[config.mk]
export PLATFORM = sky130hd
export DESIGN_NAME = pot_spi_rx
export DESIGN_NICKNAME = d
export VERILOG_FILES = /design/src/rtl/pot_spi_rx.sv
export SDC_FILE = /design/constraint.sdc
export NUM_CORES = 1
export LEC_CHECK = 0
export CORE_ASPECT_RATIO = 0.8
export CORE_UTILIZATION = 31
export DETAILED_ROUTE_END_ITERATION = 16
export SLEW_MARGIN = 15
export SYNTH_ARGS = -nofsm -noshare
export SYNTH_HDL_FRONTEND = slang
export SYNTH_SLANG_ARGS = --single-unit
[constraint.sdc]
create_clock -name clk -period 4.42 [get_ports clk]
set_input_delay 0.884 -clock clk [delete_from_list [all_inputs] [get_ports clk]]
set_output_delay 0.884 -clock clk [all_outputs]
set_load 0.01 [all_outputs]
[src/rtl/pot_spi_rx.sv]
// SPI responder that decodes 16-bit digital-pot command frames (mode 0, MSB first)
// and models the pot's RDAC and control registers for loopback checking.
module pot_spi_rx #(
  parameter int         SYNC_STAGES = 2,
  parameter logic [9:0] RDAC_RESET  = 10'h200
) (
  input  logic        clk,
  input  logic        reset,
  input  logic        spi_clk,
  input  logic        sync_n,
  input  logic        din,
  output logic        frame_valid,
  output logic        frame_err,
  output logic [15:0] frame_data,
  output logic [3:0]  cmd,
  output logic [9:0]  rdac,
  output logic [1:0]  ctrl,
  output logic        wr_blocked
);

  typedef enum logic [1:0] {IDLE, SHIFT, CHECK} state_t;

  logic [SYNC_STAGES-1:0] sclk_s_q, sn_s_q, din_s_q;
  logic                   sclk_dly_q, sn_dly_q, din_dly_q;
  logic                   sclk_rise, sn_rise, sn_fall;

  state_t      state_q, state_d;
  logic [4:0]  cnt_q, cnt_d;
  logic [15:0] shreg_q, shreg_d;
  logic        fv_q, fv_d, fe_q, fe_d, wb_q, wb_d;
  logic [15:0] fd_q, fd_d;
  logic [3:0]  cmd_q, cmd_d;
  logic [9:0]  rdac_q, rdac_d;
  logic [1:0]  ctrl_q, ctrl_d;

  // sync_n chain resets low so a frame already open at reset release never
  // produces a falling edge; the block waits for the next clean fall.
  always_ff @(posedge clk) begin
    if (reset) begin
      sclk_s_q   <= '0;
      sn_s_q     <= '0;
      din_s_q    <= '0;
      sclk_dly_q <= 1'b0;
      sn_dly_q   <= 1'b0;
      din_dly_q  <= 1'b0;
    end else begin
      sclk_s_q   <= {sclk_s_q[SYNC_STAGES-2:0], spi_clk};
      sn_s_q     <= {sn_s_q[SYNC_STAGES-2:0], sync_n};
      din_s_q    <= {din_s_q[SYNC_STAGES-2:0], din};
      sclk_dly_q <= sclk_s_q[SYNC_STAGES-1];
      sn_dly_q   <= sn_s_q[SYNC_STAGES-1];
      din_dly_q  <= din_s_q[SYNC_STAGES-1];
    end
  end

  assign sclk_rise = sclk_s_q[SYNC_STAGES-1] & ~sclk_dly_q;
  assign sn_rise   = sn_s_q[SYNC_STAGES-1] & ~sn_dly_q;
  assign sn_fall   = ~sn_s_q[SYNC_STAGES-1] & sn_dly_q;

  always_ff @(posedge clk) begin
    if (reset) begin
      state_q <= IDLE;
      cnt_q   <= '0;
      shreg_q <= '0;
      fv_q    <= 1'b0;
      fe_q    <= 1'b0;
      wb_q    <= 1'b0;
      fd_q    <= '0;
      cmd_q   <= '0;
      rdac_q  <= RDAC_RESET;
      ctrl_q  <= '0;
    end else begin
      state_q <= state_d;
      cnt_q   <= cnt_d;
      shreg_q <= shreg_d;
      fv_q    <= fv_d;
      fe_q    <= fe_d;
      wb_q    <= wb_d;
      fd_q    <= fd_d;
      cmd_q   <= cmd_d;
      rdac_q  <= rdac_d;
      ctrl_q  <= ctrl_d;
    end
  end

  always_comb begin
    state_d = state_q;
    cnt_d   = cnt_q;
    shreg_d = shreg_q;
    fv_d    = 1'b0;
    fe_d    = 1'b0;
    wb_d    = 1'b0;
    fd_d    = fd_q;
    cmd_d   = cmd_q;
    rdac_d  = rdac_q;
    ctrl_d  = ctrl_q;
    unique case (state_q)
      IDLE: begin
        if (sn_fall) begin
          cnt_d   = '0;
          shreg_d = '0;
          state_d = SHIFT;
        end
      end
      SHIFT: begin
        if (sclk_rise) begin
          shreg_d = {shreg_q[14:0], din_dly_q};
          if (cnt_q != 5'd17) cnt_d = cnt_q + 5'd1;
        end
        if (sn_rise) state_d = CHECK;
      end
      CHECK: begin
        state_d = IDLE;
        if (cnt_q == 5'd16) begin
          fv_d  = 1'b1;
          fd_d  = shreg_q;
          cmd_d = shreg_q[13:10];
          // Frames with nonzero top bits still count as valid but touch nothing.
          if (shreg_q[15:14] == 2'b00) begin
            case (shreg_q[13:10])
              4'h1: begin
                if (ctrl_q[1]) rdac_d = shreg_q[9:0];
                else           wb_d   = 1'b1;
              end
              4'h4: begin
                rdac_d = RDAC_RESET;
                ctrl_d = '0;
              end
              4'h6:    ctrl_d = shreg_q[1:0];
              default: ;
            endcase
          end
        end else begin
          fe_d = 1'b1;
        end
      end
      default: state_d = IDLE;
    endcase
  end

  assign frame_valid = fv_q;
  assign frame_err   = fe_q;
  assign wr_blocked  = wb_q;
  assign frame_data  = fd_q;
  assign cmd         = cmd_q;
  assign rdac        = rdac_q;
  assign ctrl        = ctrl_q;

endmodule

### Word level (Yosys, flattened, before mapping)

Index checks and enable logic that the tools add are counted.

| cells by class | value |
|---|---|
| eq/ne operators | 12 |
| magnitude comparators | 0 |
| divide/modulo/power cells | 0 |
| multipliers | 0 |
| $add $sub $neg | 1 |
| multiplexer cells | 16 |
| reduce and logical (&&, ||, !) cells | 13 |
| shift operators | 0 |
| bitwise logic cells | 10 |

Operators by type and width:

| cell | number |
|---|---|
| 2-to-1 mux 16 bit | 2 |
| case mux 16 bit (2 select lines) | 1 |
| case mux 10 bit (2 select lines) | 1 |
| 2-to-1 mux 5 bit | 3 |
| 2-to-1 mux 10 bit | 1 |
| inequality test 2 bit (second input constant) | 5 |
| case mux 5 bit (2 select lines) | 1 |
| == test 4 x 3 -> 1 bit (second input constant) | 2 |
| case mux 2 bit (2 select lines) | 2 |
| AND reduction 4 bit | 2 |
| NOT 1 bit | 7 |
| nonzero test 2 bit | 3 |
| adder 5 x 1 -> 5 bit (second input constant) | 1 |
| == test 5 bit (second input constant) | 1 |
| inequality test 5 bit (second input constant) | 1 |
| AND reduction 5 bit | 1 |
| OR reduction 5 bit | 1 |
| == test 4 x 1 -> 1 bit (second input constant) | 1 |
| zero test 2 bit | 2 |
| 2-to-1 mux 2 bit | 2 |
| AND reduction 2 bit | 2 |
| AND 1 bit | 3 |
| 2-to-1 mux 1 bit | 3 |
| AND reduction 3 bit | 1 |
| other kinds (3) | 3 |

| word-level totals | value |
|---|---|
| register bits after elaboration | 67 |
| output and inout port bits | 35 |
| ROM bits | 0 |
| input port bits | 5 |
| memories kept | 0 |
| bits in writable memories | 0 |
| logic and storage cells | 68 |
| bits in latches | 0 |

### Longest topological paths before layout

| logic depth | value |
|---|---|
| depth after elaboration | 4 |
| depth in mapped cells | 8 |
| mapped depth without buffers | 6 |

### Worst setup path after synthesis

No wires, ideal clock.

| timing path | value |
|---|---|
| kind | input to register |
| start point | input port reset |
| end point | register fv_q (netlist: frame_valid) |
| setup time | 0.128 ns |
| data required time | 4.292 ns |
| stages | 4 |
| path slack | 2.559 ns |
| data arrival time | 1.734 ns |
| buffers on the path | 3 |
| cells stage by stage | clkbuf_1 clkbuf_1 clkbuf_1 nor2_1 |

| on the way | value |
|---|---|
| word-level cells in the longest chain between the ends | 1 |

Ends and longest elaborated chain:

| what | line | text |
|---|---|---|
| from (decl) | 8 | `input logic reset,` |
| OR reduction 2 bit (no source line) | -- |  |
| to (signal assigned) | 76 | `fv_q <= fv_d;` |
| to (decl) | 30 | `logic fv_q, fv_d, fe_q, fe_d, wb_q, wb_d;` |

Every way passes these cells.
A chain may end at the register's enable or synchronous reset.

### Worst setup path in the final report

| timing path | value |
|---|---|
| start point | register state_q[1] |
| end point | register rdac_q[4] (netlist: rdac[4]) |

| on the way | value |
|---|---|
| word-level cells in the longest chain between the ends | 2 |

Ends and longest elaborated chain:

| what | line | text |
|---|---|---|
| from (decl) | 27 | `state_t state_q, state_d;` |
| from (signal assigned) | 73 | `state_q <= state_d;` |
| == test 2 bit | 97 | `unique case (state_q)` |
| AND reduction 5 bit (no source line) | -- |  |
| to (signal assigned) | 81 | `rdac_q <= rdac_d;` |
| to (decl) | 33 | `logic [9:0] rdac_q, rdac_d;` |

Every way passes these cells.

==> flow_summary.json <==
{
  "period_minus_slack_ns": 2.183,
  "antenna_found_initial": 0,
  "cts.hold.buffers_added": 0,
  "layout-drive-gt1-share_pct": 7.302,
  "post-route-period-util_pct": 49.38,
  "worstMarginPinSlew_ns": 0.8398,
  "syn-cell-area_sq_um": 2555,
  "clkTransAtPathRegs_ns": 0.07,
  "drt_iter0_markers": 83,
  "grt_max_degree": 64,
  "path_delay_family": "compound AO/OA/AOI/OAI gates",
  "die_x_um": 103.5,
  "hold_viol_final": 0,
  "p_clk_share_pct": 44.7,
  "status": "finished clean",
  "max_stage_delay_ns": 0.70,
  "ys_top_cells_by_area": "dfxtp_1, mux2i_1, nand3_1",
  "yosysSeqAreaShare_pct": 49.36,
  "cts_buffers": 9,
  "yosysTopAreaCell": "dfxtp_1",
  "power_density_nw_per_um2": 343.8,
  "p_int_mw": 0.8551,
  "fmax_ghz": 0.4582,
  "grt_pass1_vias": 1784,
  "clock_latency_ns": 0.33,
  "synth_seq_cells": 63,
  "routed_via_density": 4.598,
  "hold_ws_ns": 0.4389,
  "grt_pass1_wl_mm": 9.004,
  "syn_nets": 288,
  "synth_top_area_share_pct": 49.36,
  "slew_headroom_pct": 43.89,
  "ios": 40,
  "max-cap-violations": 0,
  "h-tree-depth": 3,
  "ant_nets": 0,
  "crit_slowest_cell": "o2111a_1",
  "n_fill_cell": 799,
  "antenna_cells": 0,
  "postSynthCellCount": 280,
  "gr-usage-all-layers_pct": 13.18,
  "wl_per_cell_um": 12.50,
  "grt-ovfl-total": 0,
  "die_area_sq_um": 8611,
  "path_buf_inv": 0,
  "power_switching_share_pct": 21.17,
  "finClkSkew_ns": 0.008087,
  "cts_root_buf": "clkbuf_8",
  "ir_worst_vdd_v": 0.0001308,
  "seq_power_share_pct": 52.8,
  "rows": 29,
  "cts-resized-gates": 0,
  "core_sq_um": 7946,
  "clock_path_buffers": 2,
  "p_switching_mw": 0.2297,
  "syn2layout_area_growth_pct": 23.51,
  "yosys_warnings": 0,
  "wirelength_mm": 5.288,
  "place_hpwl_mm": 3.258,
  "required_ns": 4.61,
  "crit_fanout": 20,
  "die_y_um": 83.20,
  "final.setup.tns_ns": 0,
  "arrival_ns": 2.37,
  "port_buffers": 39,
  "place.gp.congestion": 0.7211,
  "post_cts_buffers": 0,
  "via_count": 1945,
  "finalMaxSlewViolations": 0,
  "rsz0062_at_grt": "false",
  "critPathKind": "reg -> reg",
  "synth.avg_cell_area_sq_um": 9.125,
  "nNetsFinal": 318,
  "synth.distinct_cells": 41,
  "initial_core_util_pct": 32.15,
  "pwr-share-comb_pct": 2.5,
  "crit_chain": "and2b_1 > o2111a_1 > o21ai_0",
  "cts_tree": "done",
  "cp-start-kind": "flip-flop",
  "p_leak_nw": 1.068,
  "drtPass1Iterations": 4,
  "worstSetupEndpointType": "flip-flop",
  "drc_errors": 0,
  "hp-class": "reg -> reg",
  "cts_sinks": 63,
  "finalSetupViolCount": 0
}
path summary, 6_finish.rpt:
| check | start | slack (ns) | end | cells after the start |
|---|---|---|---|---|
| hold reg to reg | sclk_s_q[0] | 0.44 | sclk_s_q[1] | 1 |
| setup reg to reg | state_q[1] | 2.24 | rdac[4] | 3 |
| hold / removal | sclk_s_q[0] | 0.44 | sclk_s_q[1] | 1 |
| setup / recovery | state_q[1] | 2.24 | rdac[4] | 3 |
metal layers:
metal  share of wire, %  GRT usage, %  wire (um)
met5                  0             0          0
met4               0.72         3.953         38
met3                4.0         5.181        212
met2                 40         18.30       2139
met1                 55         18.55       2897
cell usage in the layout (no fill, tap or decap), types with 2 or more instances in the layout:
cell	n
nor2_1	22
nand4_1	2
clkinv_2	3
a21oi_1	21
clkbuf_8	10
xnor2_1	2
clkdlybuf4s50_1	38
dfxtp_1	63
nand3_1	27
nand2_1	23
and3b_1	2
nor2b_1	13
a211oi_1	2
nand4b_1	2
mux2i_1	15
nand3b_1	2
a211o_1	2
o21ai_0	9
buf_4	2
inv_1	3
nor3_1	3
ha_1	3
or2_0	2
nand2b_1	10
and2_1	14
clkbuf_1	2
power groups by stage:
stage	clock network (mW)	registers, mW	logic [mW]
floorplan	0	0.585	0.0209
global placement	0	0.585	0.0272
detailed placement	0	0.586	0.0273
CTS	0.502	0.573	0.0274
global route	0.531	0.573	0.0298
finish	0.485	0.573	0.0270
sequential cells by signal (all words and copies together), names as in the netlist, 2 cells and up:
signal      count
sn_s_q          2
shreg_q        16
state_q         2
rdac           10
cnt_q           5
ctrl            2
frame_data     16
din_s_q         2
sclk_s_q        2
cells in the mapped netlist:
master,instances
and2_1,14
a31oi_1,1
and2b_1,1
ha_1,3
nand2_2,1
nor2b_1,13
or3b_4,1
inv_1,3
and2_0,1
nand2_1,23
nor2_1,22
nor4bb_1,1
nand3b_1,2
a21oi_4,1
nor3_1,3
buf_6,2
and3b_1,2
nand4b_1,2
nand2b_1,10
nor3b_1,1
nand3_1,27
a21bo_2,1
a21o_1,1
o2111a_1,1
o21ai_0,9
and4bb_2,1
dfxtp_1,63
nor4_1,1
nor4b_1,1
or2_0,2
a211oi_1,2
buf_4,6
buf_2,4
mux2i_1,15
mux2_2,1
xnor2_1,2
a21oi_1,21
o21ai_1,1
clkbuf_1,10
a211o_1,2
nand4_1,2
worst reg2reg max path, stage by stage, from the launching register on:
cell and delay [ns]:
dfxtp_1 0.48, and2b_1 0.63, o2111a_1 0.71, o21ai_0 0.21
cell families (layout without fill, tap and decap cells):
| logic type | Yosys count | in the layout | share of synthesized area, % |
|---|---|---|---|
| and+or+nand+nor | 131 | 131 | 27.47 |
| adders and majority gates | 3 | 3 | 1.469 |
| muxes | 16 | 16 | 6.317 |
| DFF | 63 | 63 | 49.36 |
| xor gates and xnor gates | 2 | 2 | 0.6857 |
| buffers and inverters | 25 | 60 | 5.338 |
| AOI/OAI and AO/OA | 40 | 40 | 9.354 |
metrics by stage:
step | power [mW] | setup WS [ns] | cell area (sq um) | cells | util (%)
final | 1.085 | 2.237 | 3156 | 423 | 39.71
after global routing | 1.133 | 2.021 | 3156 | 423 | 39.71
after CTS | 1.102 | 2.234 | 3156 | 423 | 39.71
after detailed placement | 0.6128 | 2.083 | 2965 | 407 | 37.32
after global placement | 0.6126 | 2.153 | 2965 | 407 | 37.32
after floorplan | 0.6060 | 2.559 | 2555 | 280 | -
final cells by class:
| type | count | area (sq um) | share of cell area (%) |
|---|---|---|---|
| Inverter | 3 | 11.26 | 0.3569 |
| Multi-Input combinational cell | 192 | 1157 | 36.68 |
| Timing Repair Buffer | 41 | 400.4 | 12.69 |
| Sequential cell | 63 | 1261 | 39.97 |
| Clock inverter | 4 | 45.04 | 1.427 |
| Clock buffer | 12 | 145.1 | 4.600 |
| Tap cell | 108 | 135.1 | 4.282 |
Note: power is estimated with default switching activity, not from simulation.
